===== config.mk =====
export PLATFORM = sky130hd
export DESIGN_NAME = dot_stream_mac_flat
export DESIGN_NICKNAME = d
export VERILOG_FILES = /design/src/rtl/dot_stream_mac_pkg.sv /design/src/rtl/dot_stream_mac_if.sv /design/src/rtl/dot_stream_mac_lane.sv /design/src/rtl/dot_stream_mac.sv /design/src/flat_wrapper.sv
export SDC_FILE = /design/constraint.sdc
export NUM_CORES = 1
export LEC_CHECK = 0
export CAP_MARGIN = 25
export CORE_ASPECT_RATIO = 1.5
export CORE_MARGIN = 3
export CORE_UTILIZATION = 57
export DETAILED_ROUTE_END_ITERATION = 7
export PLACE_DENSITY = 0.8
export SYNTH_ARGS = -nofsm -noshare
export SYNTH_HDL_FRONTEND = slang
export SYNTH_HIERARCHICAL = 1
export SYNTH_SLANG_ARGS = --single-unit
export TNS_END_PERCENT = 5

===== constraint.sdc =====
create_clock -name clk -period 10.4 [get_ports clk]
set_input_delay 2.08 -clock clk [delete_from_list [all_inputs] [get_ports clk]]
set_output_delay 2.08 -clock clk [all_outputs]
set_load 0.02 [all_outputs]

===== src/rtl/dot_stream_mac_pkg.sv =====
// dot_pkg: shared constants and types for the streaming dot-product MAC.
//   N_DEF / W_DEF / ACC_W_DEF : default vector length, element width and
//                               accumulator width.
//   SEXT_W                    : bits of sign extension from the 2*W product
//                               up to the accumulator width.
//   state_e                   : controller states (DRAIN only reachable when
//                               DOT_STREAM_MAC_PIPE_EN is defined).
package dot_pkg;
   localparam int N_DEF     = 64;
   localparam int W_DEF     = 16;
   localparam int ACC_W_DEF = 48;
   localparam int SEXT_W    = ACC_W_DEF - 2 * W_DEF;

   typedef enum logic [1:0] {
      ACCUM = 2'd0,
      DRAIN = 2'd1,
      HOLD  = 2'd2
   } state_e;
endpackage


===== src/rtl/dot_stream_mac_if.sv =====
// dot_stream_mac_if: element-pair input stream plus scalar result stream.
//   in_valid/in_ready/in_a/in_b     : one signed element pair per handshake
//   out_valid/out_ready/out_data    : signed dot product result
//   elem_cnt                        : pairs accepted in the current vector
// Modports: master = stream source / result sink, slave = the MAC block.
interface dot_stream_mac_if #(
   parameter int N     = dot_pkg::N_DEF,
   parameter int W     = dot_pkg::W_DEF,
   parameter int ACC_W = dot_pkg::ACC_W_DEF
);
   logic                    in_valid;
   logic                    in_ready;
   logic signed [W-1:0]     in_a;
   logic signed [W-1:0]     in_b;
   logic                    out_valid;
   logic                    out_ready;
   logic signed [ACC_W-1:0] out_data;
   logic [$clog2(N)-1:0]    elem_cnt;

   modport master (
      output in_valid, in_a, in_b, out_ready,
      input  in_ready, out_valid, out_data, elem_cnt
   );

   modport slave (
      input  in_valid, in_a, in_b, out_ready,
      output in_ready, out_valid, out_data, elem_cnt
   );
endinterface


===== src/rtl/dot_stream_mac_lane.sv =====
// dot_mac_lane: signed W x W multiply, sign-extended to ACC_W.
//   clk, rst : clock and synchronous active-high reset
//   en_i     : a pair is being accepted this cycle
//   a_i, b_i : signed operands
//   prod_o   : sign-extended product presented to the accumulator
//   vld_o    : prod_o must be added this cycle
// With DOT_STREAM_MAC_PIPE_EN defined the product is registered, so prod_o /
// vld_o lag en_i by one cycle; otherwise the lane is purely combinational.
module dot_mac_lane #(
   parameter int W     = dot_pkg::W_DEF,
   parameter int ACC_W = dot_pkg::ACC_W_DEF
) (
   input  logic                    clk,
   input  logic                    rst,
   input  logic                    en_i,
   input  logic signed [W-1:0]     a_i,
   input  logic signed [W-1:0]     b_i,
   output logic signed [ACC_W-1:0] prod_o,
   output logic                    vld_o
);
   localparam int EXT_W = ACC_W - 2 * W;

   logic signed [2*W-1:0]   prod;
   logic signed [ACC_W-1:0] prod_ext;

   // Widen both operands first so the multiply is a full signed 2*W product.
   assign prod = (2 * W)'(a_i) * (2 * W)'(b_i);

   if (EXT_W > 0) begin : g_ext
      assign prod_ext = {{EXT_W{prod[2*W-1]}}, prod};
   end else begin : g_noext
      assign prod_ext = prod;
   end

`ifdef DOT_STREAM_MAC_PIPE_EN
   logic signed [ACC_W-1:0] prod_q;
   logic                    vld_q;

   always_ff @(posedge clk) begin
      if (rst) begin
         prod_q <= '0;
         vld_q  <= 1'b0;
      end else begin
         vld_q <= en_i;
         if (en_i) begin
            prod_q <= prod_ext;
         end
      end
   end

   assign prod_o = prod_q;
   assign vld_o  = vld_q;
`else
   logic unused_clk_rst;
   assign unused_clk_rst = &{1'b0, clk, rst};

   assign prod_o = prod_ext;
   assign vld_o  = en_i;
`endif
endmodule


===== src/rtl/dot_stream_mac.sv =====
// dot_stream_mac: streaming signed dot product of two N-element vectors.
//   clk, rst : sole clock, synchronous active-high reset
//   bus      : dot_stream_mac_if.slave (pair input stream, result output,
//              elem_cnt)
// Optional macro DOT_STREAM_MAC_PIPE_EN registers the product between the
// multiplier and the adder and inserts one DRAIN cycle after the last pair.
// The accumulator wraps modulo 2^ACC_W.
module dot_stream_mac
   import dot_pkg::*;
#(
   parameter int N     = N_DEF,
   parameter int W     = W_DEF,
   parameter int ACC_W = ACC_W_DEF
) (
   input  logic            clk,
   input  logic            rst,
   dot_stream_mac_if.slave bus
);
   localparam int              CNT_W = $clog2(N);
   localparam logic [CNT_W-1:0] LAST = CNT_W'(N - 1);

   state_e                  state_q, state_d;
   logic [CNT_W-1:0]        cnt_q, cnt_d;
   logic signed [ACC_W-1:0] acc_q, acc_d;
   logic signed [ACC_W-1:0] out_q, out_d;
   logic signed [ACC_W-1:0] lane_prod;
   logic signed [ACC_W-1:0] acc_sum;
   logic                    lane_vld;
   logic                    accept;

   assign accept  = bus.in_valid && (state_q == ACCUM);
   assign acc_sum = acc_q + lane_prod;

   dot_mac_lane #(.W(W), .ACC_W(ACC_W)) u_lane (
      .clk   (clk),
      .rst   (rst),
      .en_i  (accept),
      .a_i   (bus.in_a),
      .b_i   (bus.in_b),
      .prod_o(lane_prod),
      .vld_o (lane_vld)
   );

   always_ff @(posedge clk) begin
      if (rst) begin
         state_q <= ACCUM;
         cnt_q   <= '0;
         acc_q   <= '0;
         out_q   <= '0;
      end else begin
         state_q <= state_d;
         cnt_q   <= cnt_d;
         acc_q   <= acc_d;
         out_q   <= out_d;
      end
   end

   always_comb begin
      state_d = state_q;
      cnt_d   = cnt_q;
      acc_d   = acc_q;
      out_d   = out_q;

      if (lane_vld) begin
         acc_d = acc_sum;
      end

      case (state_q)
         ACCUM: begin
            if (accept) begin
               if (cnt_q == LAST) begin
                  cnt_d = '0;
`ifdef DOT_STREAM_MAC_PIPE_EN
                  // Last product is still in the lane register; retire it in DRAIN.
                  state_d = DRAIN;
`else
                  state_d = HOLD;
                  out_d   = acc_sum;
`endif
               end else begin
                  cnt_d = cnt_q + CNT_W'(1);
               end
            end
         end
`ifdef DOT_STREAM_MAC_PIPE_EN
         DRAIN: begin
            state_d = HOLD;
            out_d   = acc_sum;
         end
`endif
         HOLD: begin
            if (bus.out_ready) begin
               state_d = ACCUM;
               acc_d   = '0;
            end
         end
         default: begin
            state_d = ACCUM;
         end
      endcase
   end

   assign bus.in_ready  = (state_q == ACCUM);
   assign bus.out_valid = (state_q == HOLD);
   assign bus.out_data  = out_q;
   assign bus.elem_cnt  = cnt_q;
endmodule

===== src/flat_wrapper.sv =====
// flat-port wrapper written by rule: the top's interface ports become plain ports
module dot_stream_mac_flat import dot_pkg::*;
#(
   parameter int N     = N_DEF,
   parameter int W     = W_DEF,
   parameter int ACC_W = ACC_W_DEF
)
  (clk, rst, bus_in_valid, bus_in_a, bus_in_b, bus_out_ready, bus_in_ready, bus_out_valid, bus_out_data, bus_elem_cnt);
  dot_stream_mac_if #(.N(N), .W(W), .ACC_W(ACC_W)) bus_i ();
  input  logic clk;
  input  logic rst;
  input wire logic [$bits(bus_i.in_valid)-1:0] bus_in_valid;
  input wire logic [$bits(bus_i.in_a)-1:0] bus_in_a;
  input wire logic [$bits(bus_i.in_b)-1:0] bus_in_b;
  input wire logic [$bits(bus_i.out_ready)-1:0] bus_out_ready;
  output wire logic [$bits(bus_i.in_ready)-1:0] bus_in_ready;
  output wire logic [$bits(bus_i.out_valid)-1:0] bus_out_valid;
  output wire logic [$bits(bus_i.out_data)-1:0] bus_out_data;
  output wire logic [$bits(bus_i.elem_cnt)-1:0] bus_elem_cnt;
  assign bus_i.in_valid = bus_in_valid;
  assign bus_i.in_a = bus_in_a;
  assign bus_i.in_b = bus_in_b;
  assign bus_i.out_ready = bus_out_ready;
  assign bus_in_ready = bus_i.in_ready;
  assign bus_out_valid = bus_i.out_valid;
  assign bus_out_data = bus_i.out_data;
  assign bus_elem_cnt = bus_i.elem_cnt;
  dot_stream_mac #(.N(N), .W(W), .ACC_W(ACC_W)) u_core (.clk(clk), .rst(rst), .bus(bus_i));
endmodule

=== Word level (Yosys, flattened, before mapping) ===
Index checks and enable logic that the tools add are counted.

* Word-level logic and storage cells: 25
* Register bits: 104
* Bits of input ports: 36

* Add/sub/neg operators: 2
* Multiply operators: 1
* Equal/unequal tests: 5
* Mux-type cells: 8
* Reductions and logical operators: 5

{| class="wikitable"
|+ Operators by type and width
! operator !! count
|-
| 48-bit 2-to-1 mux || 3
|-
| 48-bit by 32-bit adder with 48-bit output || 1
|-
| 16-bit by 16-bit multiplier with 32-bit output || 1
|-
| 6-bit by 1-bit adder with 6-bit output (second input constant) || 1
|-
| 6-bit == test (second input constant) || 1
|-
| 2-bit 2-to-1 mux || 3
|-
| 6-bit 2-to-1 mux || 1
|-
| 3-bit AND reduction || 2
|-
| 2-bit by 1-bit inequality test with 1-bit output (second input constant) || 2
|-
| 2-bit case mux with 2 select lines || 1
|-
| 2-bit == test (second input constant) || 1
|-
| 2-bit logical NOT || 1
|-
| 2-bit inequality test (second input constant) || 1
|-
| 2-bit AND reduction || 1
|-
| 1-bit logical AND || 1
|}

=== Logic depth before layout (Yosys ltp) ===
* Depth after elaboration: 5
* Gate-level depth with buffers: 35
* Depth with buffers taken out: 31

=== Cells and area by module ===
Netlist, hierarchy kept.

{| class="wikitable"
|+ By module, submodules not included
! module !! cells each !! area an instance (µm²) !! seq. area each (µm²) !! times used
|-
| dot_mac_lane || 1151 || 10186.0 || 0.0 || 1
|-
| dot_stream_mac || 845 || 6710.2 || 2062.0 || 1
|}

=== Worst setup path after synthesis ===
Ideal clock, no wire load.

* Path kind: input to register
* From: input port bus_in_a[15]
* To: register u_core.out_q[47] (netlist: u_core/bus.out_data[47])
* Arrival: 10161 ps
* Path slack: 124 ps
* Setup time: 115 ps
* Stages on the path: 30
* Cell sequence: clkbuf_1 > and2_1 > fa_1 > inv_1 > fa_1 > inv_1 > fa_1 > fa_1 > fa_1 > inv_1 > fa_1 > inv_1 > ha_1 > a21o_1 > a21o_1 > a211oi_2 > o22ai_1 > nor3_2 > a31oi_1 > xnor2_1 > buf_4 > ha_1 > a21o_1 > a21o_1 > a21o_1 > a221o_1 > a31oi_1 > nor4b_1 > mux2i_1 > and3_1

* Cells in the longest elaborated chain, start to end: 2

{| class="wikitable"
|+ RTL lines
! element !! RTL line !! source
|-
| start: declaration || flat_wrapper.sv:13 || <nowiki>input wire logic [$bits(bus_i.in_a)-1:0] bus_in_a;</nowiki>
|-
| 16-bit by 16-bit multiplier with 32-bit output || dot_stream_mac_lane.sv:27 || <nowiki>assign prod = (2 * W)'(a_i) * (2 * W)'(b_i);</nowiki>
|-
| via u_core.lane_prod[31] || dot_stream_mac.sv:26 || <nowiki>logic signed [ACC_W-1:0] lane_prod;</nowiki>
|-
| 48-bit by 32-bit adder with 48-bit output || dot_stream_mac.sv:32 || <nowiki>assign acc_sum = acc_q + lane_prod;</nowiki>
|-
| end signal: assignment || dot_stream_mac.sv:54 || <nowiki>out_q <= out_d;</nowiki>
|-
| end: declaration || dot_stream_mac.sv:25 || <nowiki>logic signed [ACC_W-1:0] out_q, out_d;</nowiki>
|}

The timed path passes the listed nets, and every way through them passes these cells.
A chain may end at the register's enable or synchronous reset.

=== Worst setup path in the final report ===
* From: input port bus_in_a[11]
* To: register u_core.acc_q[45]

* Cells in the longest elaborated chain, start to end: 5

{| class="wikitable"
|+ RTL lines
! element !! RTL line !! source
|-
| 16-bit by 16-bit multiplier with 32-bit output * || dot_stream_mac_lane.sv:27 ||
|-
| via u_core.lane_prod[28] || dot_stream_mac.sv:26 ||
|-
| 48-bit by 32-bit adder with 48-bit output * || dot_stream_mac.sv:32 ||
|-
| 48-bit 2-to-1 mux * || dot_stream_mac.sv:64 || <nowiki>if (lane_vld) begin</nowiki>
|-
| 48-bit 2-to-1 mux || dot_stream_mac.sv:92 || <nowiki>if (bus.out_ready) begin</nowiki>
|-
| 48-bit 2-to-1 mux * || dot_stream_mac.sv:68 || <nowiki>case (state_q)</nowiki>
|-
| end signal: assignment || dot_stream_mac.sv:48 || <nowiki>acc_q <= '0;</nowiki>
|-
| end signal: assignment || dot_stream_mac.sv:53 || <nowiki>acc_q <= acc_d;</nowiki>
|-
| end: declaration || dot_stream_mac.sv:24 || <nowiki>logic signed [ACC_W-1:0] acc_q, acc_d;</nowiki>
|}

The timed path passes the listed nets; every way through them passes the cells marked *.

==> results_dict.tcl <==
set metrics [dict create \
    outcome "finished, final reports clean" \
    final_nets 2541 \
    maxSlewViolCount 0 \
    slowest_delay_ps 760 \
    start_util 0.583 \
    final.setup_skew_ps 8.76 \
    layout.area.seq_mm2 0.00206 \
    wl_per_cell_um 16.9 \
    crit_fanout 9 \
    grt_start_max_net_pins 74 \
    grt_setup_unrepaired "no" \
    grt_usage 0.277 \
    crit_required_ps 10690 \
    clk_latency_ps 350 \
    yosysUniqueCellTypes 74 \
    antennaDiodeCount 0 \
    async_flop_share 0 \
    finalWorstSetupSlack_ps 348 \
    place_ws_ps -92.1 \
    postSynthCellCount 1996 \
    cp-start-kind "input pin" \
    layout_commonest_cell "inv_1" \
    dpl.hpwl_mm 35.1 \
    grt_overflow 0 \
    min_period_over_period 0.967 \
    cts_buffers 9 \
    multiInputGateArea_mm2 0.0131 \
    cp.arrival_ps 10350 \
    grt_pass1_vias 15300 \
    grt_pass1_wl_mm 72.9 \
    ys_warn_count 6 \
    antenna_found_initial 0 \
    clockBufferDepth 2 \
    placed_cell_area_mm2 0.0187 \
    layout_min_cycle_time_ps 10050 \
    cts_root_buf "clkbuf_16" \
    htreeDepth 3 \
    core_area_mm2 0.0290 \
    die_area_mm2 0.0318 \
    worst_pin_slew_ps 971 \
    hp-class "reg -> reg" \
    holdBufCountCts 0 \
    port_buffers 91 \
    rows 76 \
    vias 14100 \
    wl_mm 42.4 \
    synth_seq_area_share 0.122 \
    worst_setup_path_end_kind "flop" \
    drcViolationCount 0 \
    relSlewSlack 0.352 \
    vias_per_cell 5.61 \
    cts_tree "done" \
    finalSetupViolations 0 \
    crit_type "in -> reg" \
    hold_viol_final 0 \
    maxCapViolations 0 \
    dr.pass1.iters 6 \
    maxClockFrequency_ghz 0.0995 \
    avgSynthCellArea_um2 8.47 \
    drive_gt1_frac 0.0751 \
    design_area_mm2 0.0192 \
    place.gp.congestion 0.921 \
    clkSinkCount 103 \
    slowest_stage "clkdlybuf4s50_1" \
    synth_edf_count 0 \
    hold-worst-slack_ps 453 \
    synth_nets 2425 \
    drtIter0Drc 569 \
    die_h_um 217 \
    netlist_area_mm2 0.0169 \
    clkTransAtPathRegs_ps 60 \
    area_delta_synth_final_pct 13.4 \
    dieWidth_um 147 \
    final_cell_mix "inv_1, fa_1, nand2_1, and2_1, ha_1" \
    nFillCells 2387 \
    ys_seq_elements 103 \
    ys.flop_type "dfxtp_1" \
    drtAntennaViolNets 0 \
    cp_common_cell "fa_1" \
    ios 92 \
]
==> synth_stat cells, types with 44 or more instances <==
library cell,number,area share
xnor2_1,51,0.026
a21oi_1,112,0.033
o21ai_0,44,0.013
and2_1,135,0.050
clkbuf_1,69,0.015
ha_1,130,0.096
a21o_1,45,0.020
fa_1,263,0.31
nor2_1,87,0.019
dfxtp_1,103,0.12
inv_1,349,0.078
nand2_1,242,0.054
==> stage by stage <==
stage	utilization	cells	setup TNS (ps)
3_3_place_gp	0.646	2487	-97.9
3_5_place_dp	0.646	2487	-360
4_1_cts	0.657	2503	0
6_report	0.660	2507	0
2_1_floorplan	-	1996	0
5_1_grt	0.660	2507	0
==> cells by family (layout without fill, tap and decap cells) <==
kind of cell,Yosys count,in the layout,share of synthesized area
simple gates,617,617,0.179
buf+inv,447,568,0.103
fa+ha+maj,393,393,0.408
compound gates,332,332,0.132
flops,103,103,0.122
xor+xnor,69,69,0.0358
mux,35,35,0.0207
==> final cells by class <==
class / count / area share
multi-input combinational: 1446 / 0.686
sequential: 103 / 0.108
timing repair buffer: 202 / 0.0942
inverter: 349 / 0.0686
tap: 390 / 0.0255
clock buffer: 12 / 0.0134
clock inverter: 4 / 0.00405
timing repair inverter: 1 / 0.000261
==> sequential cells by signal (all words and copies together), names as in the netlist <==
| register | count |
|---|---|
| u_core/acc_q | 48 |
| u_core/bus.out_data | 48 |
| u_core/bus.elem_cnt | 6 |
| u_core/state_q | 1 |
==> final timing paths <==
| kind | cells past startpoint | from | slack [ps] | end |
|---|---|---|---|---|
| worst max-delay path | 32 | bus_in_a[11] | 350 | u_core/acc_q[45] |
| worst min-delay path | 2 | u_core/bus.out_data[18] | 450 | u_core/bus.out_data[18] |
| worst max register to register | 11 | u_core/acc_q[0] | 7320 | u_core/acc_q[24] |
| worst min register to register | 2 | u_core/bus.out_data[18] | 450 | u_core/bus.out_data[18] |
==> worst max-delay path, delay by kind of cell <==
family	cells	cell delay, ps
AO/OA/AOI/OAI	10	1950
buffers and inverters	8	1620
adder cells (fa/ha/maj)	8	3830
XOR/XNOR	1	210
AND/OR/NAND/NOR	5	620
==> repair_timing <==
action,4_1_cts,5_1_grt
endpoints found under the setup margin,0,30
buffers inserted,0,2
resized for setup,0,20
==> metal layers <==
metal  track usage  up-vias  part of all wire
met1         0.315     6971              0.38
met5             0        -                 0
met3        0.0273      111             0.038
li1              -     6602                 -
met4         0.112        0             0.042
met2         0.528      384              0.54
Power is left out: the tool's default activity adds up to more than one toggle a clock period on the data nets, which glitch-free logic cannot reach.
